**config.mk**
```make
export PLATFORM = sky130hd
export DESIGN_NAME = alu_slice_sequencer
export DESIGN_NICKNAME = d
export VERILOG_FILES = /design/src/rtl/alu_slice_sequencer.sv
export SDC_FILE = /design/constraint.sdc
export NUM_CORES = 1
export LEC_CHECK = 0
export ABC_AREA = 1
export CAP_MARGIN = 30
export CORE_MARGIN = 1
export CORE_UTILIZATION = 45
export CTS_CLUSTER_SIZE = 12
export DETAILED_ROUTE_END_ITERATION = 16
export GPL_ROUTABILITY_DRIVEN = 0
export GPL_TIMING_DRIVEN = 0
export PLACE_DENSITY = 0.88
export SETUP_SLACK_MARGIN = 0.5
export SYNTH_ARGS = -nofsm -noshare
export SYNTH_HDL_FRONTEND = slang
export SYNTH_SLANG_ARGS = --single-unit
```
**constraint.sdc**
```tcl
create_clock -name clk -period 1.9 [get_ports clk]
set_clock_uncertainty 0.1 [all_clocks]
set_input_delay 0.57 -clock clk [delete_from_list [all_inputs] [get_ports clk]]
set_output_delay 0.57 -clock clk [all_outputs]
set_load 0.005 [all_outputs]
```
**src/rtl/alu_slice_sequencer.sv**
```systemverilog
// Control stage for a bank of WIDTH 1-bit ALU slices: accepts one operation per
// request handshake, sequences logic ops and multi-pass left shifts, returns the result.
module alu_slice_sequencer #(
    parameter int WIDTH = 8,
    parameter int SHW   = $clog2(WIDTH)
) (
    input  logic             clk,
    input  logic             rst,
    input  logic             req_valid,
    output logic             req_ready,
    input  logic [2:0]       req_op,
    input  logic [WIDTH-1:0] req_a,
    input  logic [WIDTH-1:0] req_b,
    input  logic [SHW-1:0]   req_shamt,
    output logic [2:0]       slice_opsel,
    output logic [WIDTH-1:0] slice_op1,
    output logic [WIDTH-1:0] slice_op2,
    output logic             slice_cin0,
    input  logic [WIDTH-1:0] slice_result,
    input  logic             slice_cout_msb,
    output logic             rsp_valid,
    input  logic             rsp_ready,
    output logic [WIDTH-1:0] rsp_data,
    output logic             rsp_cout,
    output logic             rsp_err
);
    // Handshakes: a transfer happens on a rising edge where valid && ready are both 1;
    // valid, once raised, and its payload stay stable until that transfer.
    typedef enum logic [1:0] {IDLE, EXEC, SHIFT, DONE} state_t;

    localparam logic [2:0] OP_SHL = 3'b101;

    state_t           state_q;
    logic             req_ready_q;
    logic             rsp_valid_q;
    logic [2:0]       opsel_q;
    logic [WIDTH-1:0] op1_q;     // doubles as the shift working register
    logic [WIDTH-1:0] op2_q;
    logic [SHW-1:0]   cnt_q;
    logic [WIDTH-1:0] data_q;
    logic             cout_q;
    logic             err_q;

    always_ff @(posedge clk or posedge rst) begin
        if (rst) begin
            state_q     <= IDLE;
            req_ready_q <= 1'b1;
            rsp_valid_q <= 1'b0;
            opsel_q     <= 3'b000;
            op1_q       <= '0;
            op2_q       <= '0;
            cnt_q       <= '0;
            data_q      <= '0;
            cout_q      <= 1'b0;
            err_q       <= 1'b0;
        end else begin
            case (state_q)
                IDLE: begin
                    if (req_valid) begin
                        req_ready_q <= 1'b0;
                        cnt_q       <= req_shamt;
                        cout_q      <= 1'b0;
                        err_q       <= 1'b0;
                        case (req_op)
                            3'b000, 3'b001, 3'b010, 3'b011: begin
                                state_q <= EXEC;
                                opsel_q <= req_op;
                                op1_q   <= req_a;
                                op2_q   <= req_b;
                            end
                            OP_SHL: begin
                                if (req_shamt == '0) begin
                                    state_q     <= DONE;
                                    data_q      <= req_a;
                                    rsp_valid_q <= 1'b1;
                                end else begin
                                    state_q <= SHIFT;
                                    opsel_q <= OP_SHL;
                                    op1_q   <= req_a;
                                    op2_q   <= '0;
                                end
                            end
                            default: begin
                                // Illegal codes never reach the slice opsel bus.
                                state_q     <= DONE;
                                data_q      <= '0;
                                err_q       <= 1'b1;
                                rsp_valid_q <= 1'b1;
                            end
                        endcase
                    end
                end
                EXEC: begin
                    state_q     <= DONE;
                    data_q      <= slice_result;
                    cout_q      <= 1'b0;
                    opsel_q     <= 3'b000;
                    op1_q       <= '0;
                    op2_q       <= '0;
                    rsp_valid_q <= 1'b1;
                end
                SHIFT: begin
                    op1_q  <= slice_result;
                    cout_q <= slice_cout_msb;
                    cnt_q  <= cnt_q - SHW'(1);
                    if (cnt_q == SHW'(1)) begin
                        state_q     <= DONE;
                        data_q      <= slice_result;
                        opsel_q     <= 3'b000;
                        op1_q       <= '0;
                        rsp_valid_q <= 1'b1;
                    end
                end
                DONE: begin
                    if (rsp_ready) begin
                        state_q     <= IDLE;
                        rsp_valid_q <= 1'b0;
                        err_q       <= 1'b0;
                        req_ready_q <= 1'b1;
                    end
                end
                default: state_q <= IDLE;
            endcase
        end
    end

    assign req_ready   = req_ready_q;
    assign rsp_valid   = rsp_valid_q;
    assign rsp_data    = data_q;
    assign rsp_cout    = cout_q;
    assign rsp_err     = err_q;
    assign slice_opsel = opsel_q;
    assign slice_op1   = op1_q;
    assign slice_op2   = op2_q;
    assign slice_cin0  = 1'b0;

endmodule

```
==> results of run 1 <==
## synth_stat cells (all sizes together)
library cell and count:
o21ai 36, nand4 4, a21boi 1, conb 1, inv 18, a21oi 3, nand2 99, or2 1
o211ai 1, clkbuf 1, buf 6, nand3 23, dfrtp 35, nor2 12, ha 6, dfstp 1
## report_power, final
group / switching, mW / internal [mW] / leakage [nW]
sequential: 0.189 / 1.10 / 0.458
combinational: 2.52 / 2.06 / 1.29
clock: 0.295 / 0.295 / 0.0445
## cells by family after synthesis
group,share of synthesized area (%)
flip-flops,45.9
AND/OR/NAND/NOR,31.2
AO/OA/AOI/OAI,12.8
adder cells (fa/ha/maj),3.82
buffers and inverters,6.05
other,0.191
## registers in the layout, indices dropped and copies added, names as in the netlist
register     count
rsp_data         8
slice_op1        8
req_ready        1
rsp_valid        1
slice_op2        8
rsp_err          1
slice_opsel      3
rsp_cout         1
cnt_q            3
state_q          2
## metal layers
layer / GRT usage (%) / part of all wire, % / vias up / wire [um]
li1: - / - / 1062 / -
met1: 32.9 / 37 / 1168 / 2830
met2: 50.4 / 51 / 173 / 3940
met3: 6.00 / 8.0 / 39 / 615
met4: 15.6 / 4.1 / 0 / 314
met5: 0 / 0 / - / 0
## layout make-up
class                      count  area, um^2  area share (%)
multi-input combinational    187        1250            36.4
timing repair buffer         121         958            28.0
sequential                    36         902            26.3
clock buffer                   7        86.3            2.52
inverter                      18        83.8            2.45
buffer                         7        71.3            2.08
tap                           50        62.6            1.82
clock inverter                 1        7.51           0.219
timing repair inverter         1        7.51           0.219
## repair_timing
item,4_1_cts,5_1_grt
setup buffers,36,18
endpoints found under the setup margin,67,101
gates cloned,2,1
resized for setup,195,35
pin swaps,30,18
## critical path: cells and delay by family, from the launching register on
kind	cells	cell delay, ns
buf+inv	2	0.25
compound gates	1	0.17
flops	1	0.40
fa+ha+maj	1	0.22
simple gates	4	0.52
## worst paths after layout
check                             from           end  slack (ns)  cells past startpoint
min                        rsp_data[2]   rsp_data[2]        0.38                      2
min in group asynchronous          rst  slice_op2[4]        0.60                      2
min reg2reg                rsp_data[2]   rsp_data[2]        0.38                      2
max in group asynchronous          rst     req_ready        0.77                      2
max reg2reg                 state_q[0]   rsp_data[0]        0.18                      8
max                         state_q[0]   rsp_data[0]        0.18                      8
==> reports/results.tsv, run 1 <==
metric	value	unit
cp_data_required_time	2.04	ns
clock_sink_count	36	
n_antenna_cell	0	
crit_chain	inv_2, ha_4, buf_4, o21ai_4, nand2_2, nor2_4, nand3_1, nand2_1	
finalHoldViolations	0	
design_area	0.00343	mm^2
cts_made_buffers	5	
clk_latency	0.30	ns
yosys.area.top_type	dfrtp_1	
peakVddDrop	1150	uV
antenna_left	0	
critPathMaxFanout	8	
hpwl	3.50	mm
wl	7.70	mm
area.growth.synth_to_final	74.5	%
place_inst	363	
floorplan.initialDensity	48.1	%
core	0.00409	mm^2
num_io_pins	67	
cts_max_level	2	
min_period	1.72	ns
worst-setup-path-type	reg -> reg	
drive_gt1_share	47.6	%
layout_common_cells	nand2_1 (65), buf_4 (51), dfrtp_1 (35)	
port_buffers	65	
grt_pass1_vias	2144	
grt.total_usage	29.0	%
first_pass_iters	5	
die_h	68.1	um
cts_root_buf	clkbuf_8	
place_ws	-0.212	ns
wire_per_inst	18.0	um
num_rows	23	
worst_slack	0.180	ns
cts.hold.buffers_added	0	
cpPeakStageDelay	0.40	ns
drc	0	
fmax	581	MHz
fill_cells	208	
nets	418	
end_kind	flip-flop	
gr-total-overflow	0	
ctsLongestPathBuffers	2	
final_util	83.9	%
synth_area_leaders	dfrtp_1 (45%), nand2_1 (18%), o21ai_0 (6.9%)	
yosysWarnings	0	
dieArea	0.00463	mm^2
clkTransAtPathRegs	0.07	ns
ys_ff_latch	36	
yosys.area.top_type_share	44.6	%
viasPerCell	5.71	
hold_path_class	reg -> reg	
grt_start_max_net_pins	37	
die_w	68.1	um
antenna_found_initial	0	
final_cells	428	
status	completed	
synth_nets	289	
finalSetupViolations	0	
p_leak	1.79	nW
detail_route.iter0.violations	323	
start_kind	flip-flop	
crit_arrival	1.86	ns
yosysSeqAreaShare	45.9	%
grt_pass1_wl	9.66	mm
drv_slew	0	
fin_setup_tns	0	ns
cts_tree	done	
hold_ws	0.380	ns
cp_slowest_cell	dfrtp_1	
maxCapViolCount	0	
place_area	0.00272	mm^2
powerDensity	1880	mW/mm^2
p_total	6.45	mW
synthCells	248	
synth.avg_cell_area	7.92	um^2
synth_area	0.00196	mm^2
period_share	90.5	%
grt_setup_unrepaired	yes	
yosys.cell_types.count	26	
num_vias	2442	
final_common_cell	nand2_1	
No activity file was read; power rests on OpenSTA's default activity.
==> inputs of run 2 (changes only) <==
--- a/config.mk
+++ b/config.mk
@@ -5,11 +5,10 @@
 export SDC_FILE = /design/constraint.sdc
 export NUM_CORES = 1
 export LEC_CHECK = 0
-export ABC_AREA = 1
+export ABC_AREA = 0
 export CAP_MARGIN = 30
 export CORE_MARGIN = 1
 export CORE_UTILIZATION = 45
-export CTS_CLUSTER_SIZE = 12
 export DETAILED_ROUTE_END_ITERATION = 16
 export GPL_ROUTABILITY_DRIVEN = 0
 export GPL_TIMING_DRIVEN = 0
==> run 2 against run 1 <==
The run now ends with setup timing left. First-iteration DRC count fell by 68%. Final cell count fell by 17%. Clock-buffer cell count fell by 1. Core utilization fell by 2.3 points. Non-clock buffer count fell by 12. Cell area fell by 2.7%. Power fell by 4.4%. Synthesized area did not move.
==> reports/results.tsv, run 2 <==
metric	value	unit	change
status	complete, but fails checks		
violations	setup timing		
drv_slew	0		unchanged
viasPerCell	5.46		-4.3%
powerDensity	1850	mW/mm^2	-1.7%
clk_latency	0.29	ns	about the same
clock_sink_count	36		unchanged
synth_area	0.00196	mm^2	unchanged
critPathMaxFanout	4		-4
yosys-top-cells-count	dfrtp_1 (35), nand2_1 (22), o21ai_0 (20)		
cts_tree	done		
worst-setup-path-type	reg -> reg		
peakVddDrop	1160	uV	+1.0%
area.growth.synth_to_final	69.8	%	
fmax	524	MHz	-9.9%
rrSetupSlack	-0.008	ns	-0.19 ns
die_w	68.1	um	unchanged
place_ws	-0.602	ns	-0.390 ns
worst_slack	-0.00773	ns	-0.188 ns
grt_start_max_net_pins	37		unchanged
yosys.area.top_type_share	44.6	%	unchanged
fin_setup_tns	-0.0375	ns	-0.0375 ns
cp_data_required_time	1.98	ns	-0.06 ns
detail_route.iter0.violations	102		-68%
synth_nets	229		-21%
ys_dominant_reg_cell	dfrtp_1		
grt_pass1_vias	1866		-13%
core	0.00409	mm^2	unchanged
final_util	81.6	%	-2.3 points
synth_edf_count	0		unchanged
finalSetupViolations	9		+9
start_kind	flip-flop		
clkTransAtPathRegs	0.07	ns	about the same
synth.avg_cell_area	10.4	um^2	+32%
grt_pass1_wl	9.18	mm	-4.9%
end_kind	flip-flop		
ctsLongestPathBuffers	2		unchanged
nets	346		-17%
num_vias	1939		-21%
synth_area_leaders	dfrtp_1 (45%), mux2_2 (6.9%), mux2_4 (6.1%)		
crit_arrival	1.99	ns	+0.13 ns
cts_made_buffers	5		unchanged
floorplan.initialDensity	48.1	%	unchanged
yosys.cell_types.count	38		+46%
yosys.area.top_type	dfrtp_1		
die_h	68.1	um	unchanged
yosysSeqAreaShare	45.9	%	unchanged
p_leak	1.64	nW	-8.4%
layout_common_cells	dfrtp_1 (34), buf_4 (32), buf_2 (32)		
min_period	1.91	ns	+0.188 ns
wl	6.90	mm	-10%
place_area	0.00269	mm^2	-0.83%
design_area	0.00334	mm^2	-2.7%
period_share	100	%	+9.9 points
antenna_left	0		unchanged
num_io_pins	67		unchanged
drive_gt1_share	50.8	%	+3.2 points
gr-total-overflow	0		unchanged
wire_per_inst	19.4	um	+8.1%
drc	0		unchanged
hold_path_class	reg -> reg		
grt.total_usage	28.2	%	-0.76 points
n_antenna_cell	0		unchanged
yosysWarnings	0		unchanged
cts_max_level	2		unchanged
antenna_found_initial	0		unchanged
yosys.cell_count.top_type	dfrtp_1		
ys_async_sr_fraction	100	%	unchanged
maxCapViolCount	0		unchanged
ys_ff_latch	36		unchanged
num_rows	23		unchanged
synthCells	188		-24%
p_total	6.17	mW	-4.4%
fill_cells	244		+17%
dieArea	0.00463	mm^2	unchanged
hpwl	3.31	mm	-5.5%
grt_setup_unrepaired	yes		
final_common_cell	dfrtp_1		
cts_root_buf	clkbuf_8		
cts.hold.buffers_added	0		unchanged
first_pass_iters	4		-1
finalHoldViolations	0		unchanged
port_buffers	64		-1.5%
[run 2: cell count changes in the layout (fill, tap and decap cells not counted), moves of 9 or more]
cell,before,now
nand2_1,65,18
buf_4,51,32
nand2_2,20,2
nand3_1,16,1
mux2_4,0,13
mux2i_1,0,10
nand2_4,11,2
nand2b_1,0,9
[run 2: critical path, stage by stage, from the launching register on]
cell and delay [ns]:
dfrtp_2 0.45, buf_4 0.16, ha_4 0.18, nor4b_4 0.37, buf_4 0.18, o21ai_2 0.07
mux2_2 0.29
[run 2: path summary, 6_finish.rpt]
| kind | from | to | depth (start not counted) |
|---|---|---|---|
| worst max-delay path | state_q[1] | slice_opsel[1] | 6 |
| min in group asynchronous | rst | state_q[0] | 2 |
| worst min-delay path | cnt_q[1] | cnt_q[1] | 1 |
| max in group asynchronous | rst | req_ready | 2 |
| worst min register to register | cnt_q[1] | cnt_q[1] | 1 |
| worst max register to register | state_q[1] | slice_opsel[1] | 6 |
[run 2: repair_timing]
item / CTS / global route
resized for setup: 186 / 41
setup endpoints to repair: 66 / 101
gates cloned: 1 / 1
buffers inserted: 31 / 13
pin swaps: 11 / 14
[run 2: logic make-up (layout without fill, tap and decap cells)]
logic type | after synthesis | count (layout) | synth area share (%)
simple gates | 46 | 46 | 12.2
compound gates | 43 | 44 | 14.1
flops | 36 | 36 | 45.9
mux | 30 | 30 | 18.1
buf+inv | 26 | 142 | 5.67
fa+ha+maj | 6 | 6 | 3.82
other cells | 1 | 1 | 0.191
[run 2: report_power, final]
part,total (mW),internal [mW],switching [mW]
logic,4.26,2.29,1.98
clock network,0.528,0.250,0.278
registers,1.37,1.14,0.231
[run 2: layout make-up]
| cell class | count | area [um^2] | area share [%] |
|---|---|---|---|
| clock inverter | 1 | 5.00 | 0.150 |
| sequential | 36 | 903 | 27.1 |
| timing repair inverter | 1 | 7.51 | 0.225 |
| tap | 50 | 62.6 | 1.88 |
| multi-input combinational | 127 | 1250 | 37.6 |
| clock buffer | 6 | 72.6 | 2.18 |
| inverter | 18 | 73.8 | 2.21 |
| buffer | 8 | 73.8 | 2.21 |
| timing repair buffer | 108 | 883 | 26.5 |
[run 2: stage by stage]
step | hold slack [ns] | cells
finish | 0.408 | 355
global route | 0.410 | 355
CTS | 0.391 | 341
detailed placement | 0.367 | 302
global placement | 0.363 | 302
floorplan | 0.350 | 188
[run 2: layer usage]
layer  vias to the layer above  GRT usage (%)  wire length, um
met2                        65           49.6             3660
met5                         -              0                0
met1                       987           30.6             2800
li1                        875              -                -
met4                         0           15.4              148
met3                        12           7.17              299
